**src/rtl/mode_arb_pkg.sv**
```systemverilog
// Shared types, default sizing and helpers for the mode register arbiter.
// Optional fixed priority for requester 0 is enabled with MODE_ARB_PRIO_EN.
package mode_arb_pkg;

    localparam int unsigned NREQ_DEF  = 4;
    localparam int unsigned WIDTH_DEF = 2;
    localparam int unsigned HOLD_DEF  = 3;

    typedef enum logic {
        StIdle,
        StHold
    } arb_state_e;

    // Supports up to 8 requesters; the highest set bit wins on a malformed input.
    function automatic logic [2:0] onehot_to_idx(input logic [7:0] oh);
        logic [2:0] idx;
        idx = '0;
        for (int i = 0; i < 8; i++) begin
            if (oh[i]) idx = 3'(i);
        end
        return idx;
    endfunction

endpackage

```
**src/rtl/rr_pick.sv**
```systemverilog
// Combinational round-robin picker: first set request after the last winner,
// wrapping modulo N.
module rr_pick #(
    parameter int unsigned N  = 4,
    parameter int unsigned IW = (N > 1) ? $clog2(N) : 1
) (
    input  logic [N-1:0]  req,
    input  logic [IW-1:0] last,
    output logic [IW-1:0] idx,
    output logic          valid
);

    int cand;

    // Scan from the farthest offset down so the nearest requester is written last.
    always_comb begin
        valid = 1'b0;
        idx   = '0;
        cand  = 0;
        for (int k = int'(N); k >= 1; k--) begin
            cand = (int'(last) + k) % int'(N);
            if (req[IW'(cand)]) begin
                valid = 1'b1;
                idx   = IW'(cand);
            end
        end
    end

endmodule

```
**src/rtl/mode_reg_arbiter.sv**
```systemverilog
// Round-robin arbiter sequencing writes from NREQ requesters into one shared mode
// register. Define MODE_ARB_PRIO_EN to give requester 0 fixed top priority.
module mode_reg_arbiter
    import mode_arb_pkg::*;
#(
    parameter int unsigned NREQ  = NREQ_DEF,
    parameter int unsigned WIDTH = WIDTH_DEF,
    parameter int unsigned HOLD  = HOLD_DEF
) (
    input  logic                  clk,
    input  logic                  reset,
    input  logic [NREQ-1:0]       req,
    input  logic [NREQ*WIDTH-1:0] wdata,
    output logic [NREQ-1:0]       gnt,
    output logic                  ack,
    output logic [WIDTH-1:0]      mode,
    output logic                  busy,
    output logic                  mode_all_ones
);

    localparam int unsigned IW = (NREQ > 1) ? $clog2(NREQ) : 1;
    localparam int unsigned CW = $clog2(HOLD + 1);

    arb_state_e       state_q, state_d;
    logic [NREQ-1:0]  gnt_q, gnt_d;
    logic             ack_q, ack_d;
    logic [WIDTH-1:0] mode_q, mode_d;
    logic [CW-1:0]    cnt_q, cnt_d;
    logic [IW-1:0]    last_q, last_d;

    logic [NREQ-1:0]  rr_req;
    logic [IW-1:0]    rr_idx;
    logic             rr_valid;
    logic [IW-1:0]    pick_idx;
    logic             pick_valid;
    logic             win_req;
    logic [7:0]       gnt_ext;
    logic [IW-1:0]    win_idx;

`ifdef MODE_ARB_PRIO_EN
    // Requester 0 bypasses the ring; the others rotate among themselves.
    always_comb begin
        rr_req     = req & ~NREQ'(1);
        pick_valid = req[0] | rr_valid;
        pick_idx   = req[0] ? '0 : rr_idx;
    end
`else
    always_comb begin
        rr_req     = req;
        pick_valid = rr_valid;
        pick_idx   = rr_idx;
    end
`endif

    rr_pick #(
        .N  (NREQ),
        .IW (IW)
    ) u_rr_pick (
        .req   (rr_req),
        .last  (last_q),
        .idx   (rr_idx),
        .valid (rr_valid)
    );

    always_comb begin
        gnt_ext             = '0;
        gnt_ext[NREQ-1:0]   = gnt_q;
    end

    assign win_idx = IW'(onehot_to_idx(gnt_ext));
    assign win_req = |(req & gnt_q);

    always_comb begin
        state_d = state_q;
        gnt_d   = gnt_q;
        ack_d   = 1'b0;
        mode_d  = mode_q;
        cnt_d   = cnt_q;
        last_d  = last_q;
        unique case (state_q)
            StIdle: begin
                if (pick_valid) begin
                    gnt_d   = NREQ'(1) << pick_idx;
                    mode_d  = wdata[pick_idx*WIDTH +: WIDTH];
                    ack_d   = 1'b1;
                    cnt_d   = CW'(HOLD - 1);
                    state_d = StHold;
                end
            end
            StHold: begin
                if (!win_req || cnt_q == '0) begin
                    gnt_d   = '0;
                    state_d = StIdle;
`ifdef MODE_ARB_PRIO_EN
                    if (!gnt_q[0]) last_d = win_idx;
`else
                    last_d = win_idx;
`endif
                end else begin
                    cnt_d = cnt_q - CW'(1);
                end
            end
            default: state_d = StIdle;
        endcase
    end

    always_ff @(posedge clk or negedge reset) begin
        if (!reset) begin
            state_q <= StIdle;
            gnt_q   <= '0;
            ack_q   <= 1'b0;
            mode_q  <= '0;
            cnt_q   <= '0;
            last_q  <= IW'(NREQ - 1);
        end else begin
            state_q <= state_d;
            gnt_q   <= gnt_d;
            ack_q   <= ack_d;
            mode_q  <= mode_d;
            cnt_q   <= cnt_d;
            last_q  <= last_d;
        end
    end

    assign gnt           = gnt_q;
    assign ack           = ack_q;
    assign mode          = mode_q;
    assign busy          = (state_q == StHold);
    assign mode_all_ones = &mode_q;

endmodule

```
**config.mk**
```make
export PLATFORM = sky130hd
export DESIGN_NAME = mode_reg_arbiter
export DESIGN_NICKNAME = d
export VERILOG_FILES = /design/src/rtl/mode_arb_pkg.sv /design/src/rtl/rr_pick.sv /design/src/rtl/mode_reg_arbiter.sv
export SDC_FILE = /design/constraint.sdc
export NUM_CORES = 1
export LEC_CHECK = 0
export ABC_AREA = 1
export CELL_PAD_IN_SITES_DETAIL_PLACEMENT = 0
export CELL_PAD_IN_SITES_GLOBAL_PLACEMENT = 1
export CORE_MARGIN = 2
export CORE_UTILIZATION = 30
export CTS_BUF_LIST = sky130_fd_sc_hd__clkbuf_16
export DETAILED_ROUTE_END_ITERATION = 12
export PLACE_DENSITY_LB_ADDON = 0.08
export SKIP_LAST_GASP = 1
export SLEW_MARGIN = 40
export SYNTH_ARGS = -nofsm -noshare
export SYNTH_HDL_FRONTEND = slang
export SYNTH_SLANG_ARGS = --single-unit
export TNS_END_PERCENT = 5
```
**constraint.sdc**
```tcl
create_clock -name clk -period 4.7 [get_ports clk]
set_input_delay 0.47 -clock clk [delete_from_list [all_inputs] [get_ports clk]]
set_output_delay 0.47 -clock clk [all_outputs]
set_load 0.1 [all_outputs]
```
==> impl_metrics.env <==
export IMPL_hpwl_um=1630
export IMPL_gp_congestion=0.757
export IMPL_yosys_top_cells_area="dfrtp_1 29%, nand2_1 20%, inv_1 8.7%"
export IMPL_wl_met3_um=61
export IMPL_cts_path_max_buffers=2
export IMPL_cts_setup_buffers=0
export IMPL_cts_made_buffers=3
export IMPL_vias_per_cell=4.60
export IMPL_ys_flop_type="dfrtp_1"
export IMPL_n_antenna_cell=0
export IMPL_met1_length_um=844
export IMPL_syn_num_nets=138
export IMPL_clock_skew_ps=2.43
export IMPL_nets=164
export IMPL_ys_warn_count=0
export IMPL_setup_viol=0
export IMPL_synthDistinctLibCells=24
export IMPL_regToRegSetupSlack_ps=2890
export IMPL_avgSynthCellArea_um2=7.04
export IMPL_status="finished clean"
export IMPL_worst_ep_arrival_time_ps=2010
export IMPL_hold_path_class="flip-flop to flip-flop"
export IMPL_die_area_mm2=0.00333
export IMPL_antenna_found_initial=0
export IMPL_synthArstFlopShare_pct=100
export IMPL_routed_top_layer="met4"
export IMPL_slew_headroom_pct=64.1
export IMPL_required_ps=4830
export IMPL_drc=0
export IMPL_die_h_um=57.7
export IMPL_htreeDepth=1
export IMPL_drive_gt1_share_pct=20.3
export IMPL_yosysTopAreaCell="dfrtp_1"
export IMPL_rows=19
export IMPL_clkTransAtPathRegs_ps=40
export IMPL_period_minus_slack_ps=1880
export IMPL_coreArea_mm2=0.00276
export IMPL_maxCapViolations=0
export IMPL_final_hold_viol_count=0
export IMPL_slew_viol_final=0
export IMPL_start_kind="input pin"
export IMPL_cts_resized=0
export IMPL_netlist_area_um2=866
export IMPL_vias=823
export IMPL_synthTopCellsByCount="45 x nand2_1, 20 x inv_1, 10 x dfrtp_1, 10 x nand3_1"
export IMPL_antenna_left=0
export IMPL_dr_first_iter_drc_count=14
export IMPL_drtPass1Iterations=4
export IMPL_wl_per_cell_um=10.6
export IMPL_critPathKind="input pin to flip-flop"
export IMPL_clk_latency_ps=240
export IMPL_ctsHoldBuffers=0
export IMPL_num_io_pins=23
export IMPL_rsz0062_at_grt="false"
export IMPL_root_buffer="clkbuf_16"
export IMPL_die_w_um=57.7
export IMPL_fill_cells=309
export IMPL_numPortBuffers=22
export IMPL_cp_end_kind="flip-flop"
export IMPL_cts_tree="built"
export IMPL_finalCritPeriodShare_pct=40.1
export IMPL_tns_ps=0
export IMPL_grt_pass1_vias=819
export IMPL_seq_area_frac_synth_pct=35.0
export IMPL_netlist_area_leader_share_pct=28.9
export IMPL_yosysMostFrequentCell="nand2_1"
export IMPL_grt_pass1_wl_um=3540
export IMPL_tightest_slew_ps=537
export IMPL_dr_wl_met2_um=972
export IMPL_grt_max_degree=13
export IMPL_totalWireLength_um=1900
export IMPL_worst_path_max_fanout=7
export IMPL_ys_ff_latch=12
export IMPL_grtUsageTotal_pct=13.5
export IMPL_area_growth_pct=32.5
export IMPL_synth_edf_count=0
export IMPL_cts_sinks=12
export IMPL_initial_core_util_pct=31.4
export IMPL_grt_overflow_total=0
export IMPL_synthCells=123
export IMPL_max_freq_mhz=531
## kinds of logic (layout without fill, tap and decap cells)
group                      Yosys count  count (layout)  share of synthesized area, %
and+or+nand+nor                     68              68                          36.4
buffers and inverters               24              49                          12.1
adders and majority gates            1               1                          1.44
AOI/OAI and AO/OA                   18              18                          15.0
DFF                                 12              12                          35.0
## metrics by stage
step	area [um2]	setup slack, ps	hold slack (ps)	cells	utilization, %
after floorplan	866	2580	174	123	-
after global placement	1110	2600	509	175	40.4
after detailed placement	1070	2560	504	175	38.7
after CTS	1150	2810	520	179	41.6
after global routing	1150	2620	542	179	41.6
final	1150	2820	513	179	41.6
## layer usage
metal,vias up,track usage (%)
met3,2,1.79
met4,0,5.98
met2,14,23.2
met5,-,0
met1,372,16.8
li1,435,-
## critical path, cell delays in order
cell and delay [ps]:
clkdlybuf4s50_1 450, inv_1 80, o21ai_1 180, nand2_1 100, nand2_1 120, inv_2 70
nand2_2 80, nand2_4 70, nand2_4 90, nand2_1 60, nand3_1 60, nand2_1 50
nand2_1 60, nand2_1 50
## final cells by class
cell class / instances / area [um2] / share of cell area [%]
Sequential cell: 12 / 303 / 26.4
Multi-Input combinational cell: 87 / 458 / 39.9
Clock inverter: 1 / 3.75 / 0.327
Clock buffer: 3 / 75.1 / 6.54
Inverter: 23 / 93.8 / 8.18
Timing Repair Buffer: 22 / 175 / 15.3
Tap cell: 31 / 38.8 / 3.38
## path summary, 6_finish.rpt
path | endpoint | startpoint | cells past startpoint
setup / recovery | mode[0] | req[3] | 14
hold / removal | mode[1] | mode[1] | 2
setup reg to reg | mode[0] | last_q[0] | 13
hold reg to reg | mode[1] | mode[1] | 2
max in group asynchronous | last_q[0] | reset | 1
min in group asynchronous | busy | reset | 1
## state kept, by name (all words and copies together), names as in the netlist
name    count
busy        1
ack         1
last_q      2
gnt         4
cnt_q       2
mode        2
## layout by cell type, fill, tap and decap left out, types with 3 or more instances in the layout
cell type | synthesis | final
a21oi_1 | 3 | 3
buf_2 | 0 | 9
clkbuf_16 | 0 | 3
clkdlybuf4s50_1 | 0 | 13
dfrtp_1 | 10 | 10
inv_1 | 20 | 21
nand2_1 | 45 | 45
nand2_2 | 4 | 4
nand3_1 | 10 | 10
nor2_2 | 3 | 3
o21ai_1 | 4 | 4
o22ai_1 | 4 | 4
Power is not shown: default switching activity piles up to over one toggle a cycle in this logic, so the estimate is an artifact.
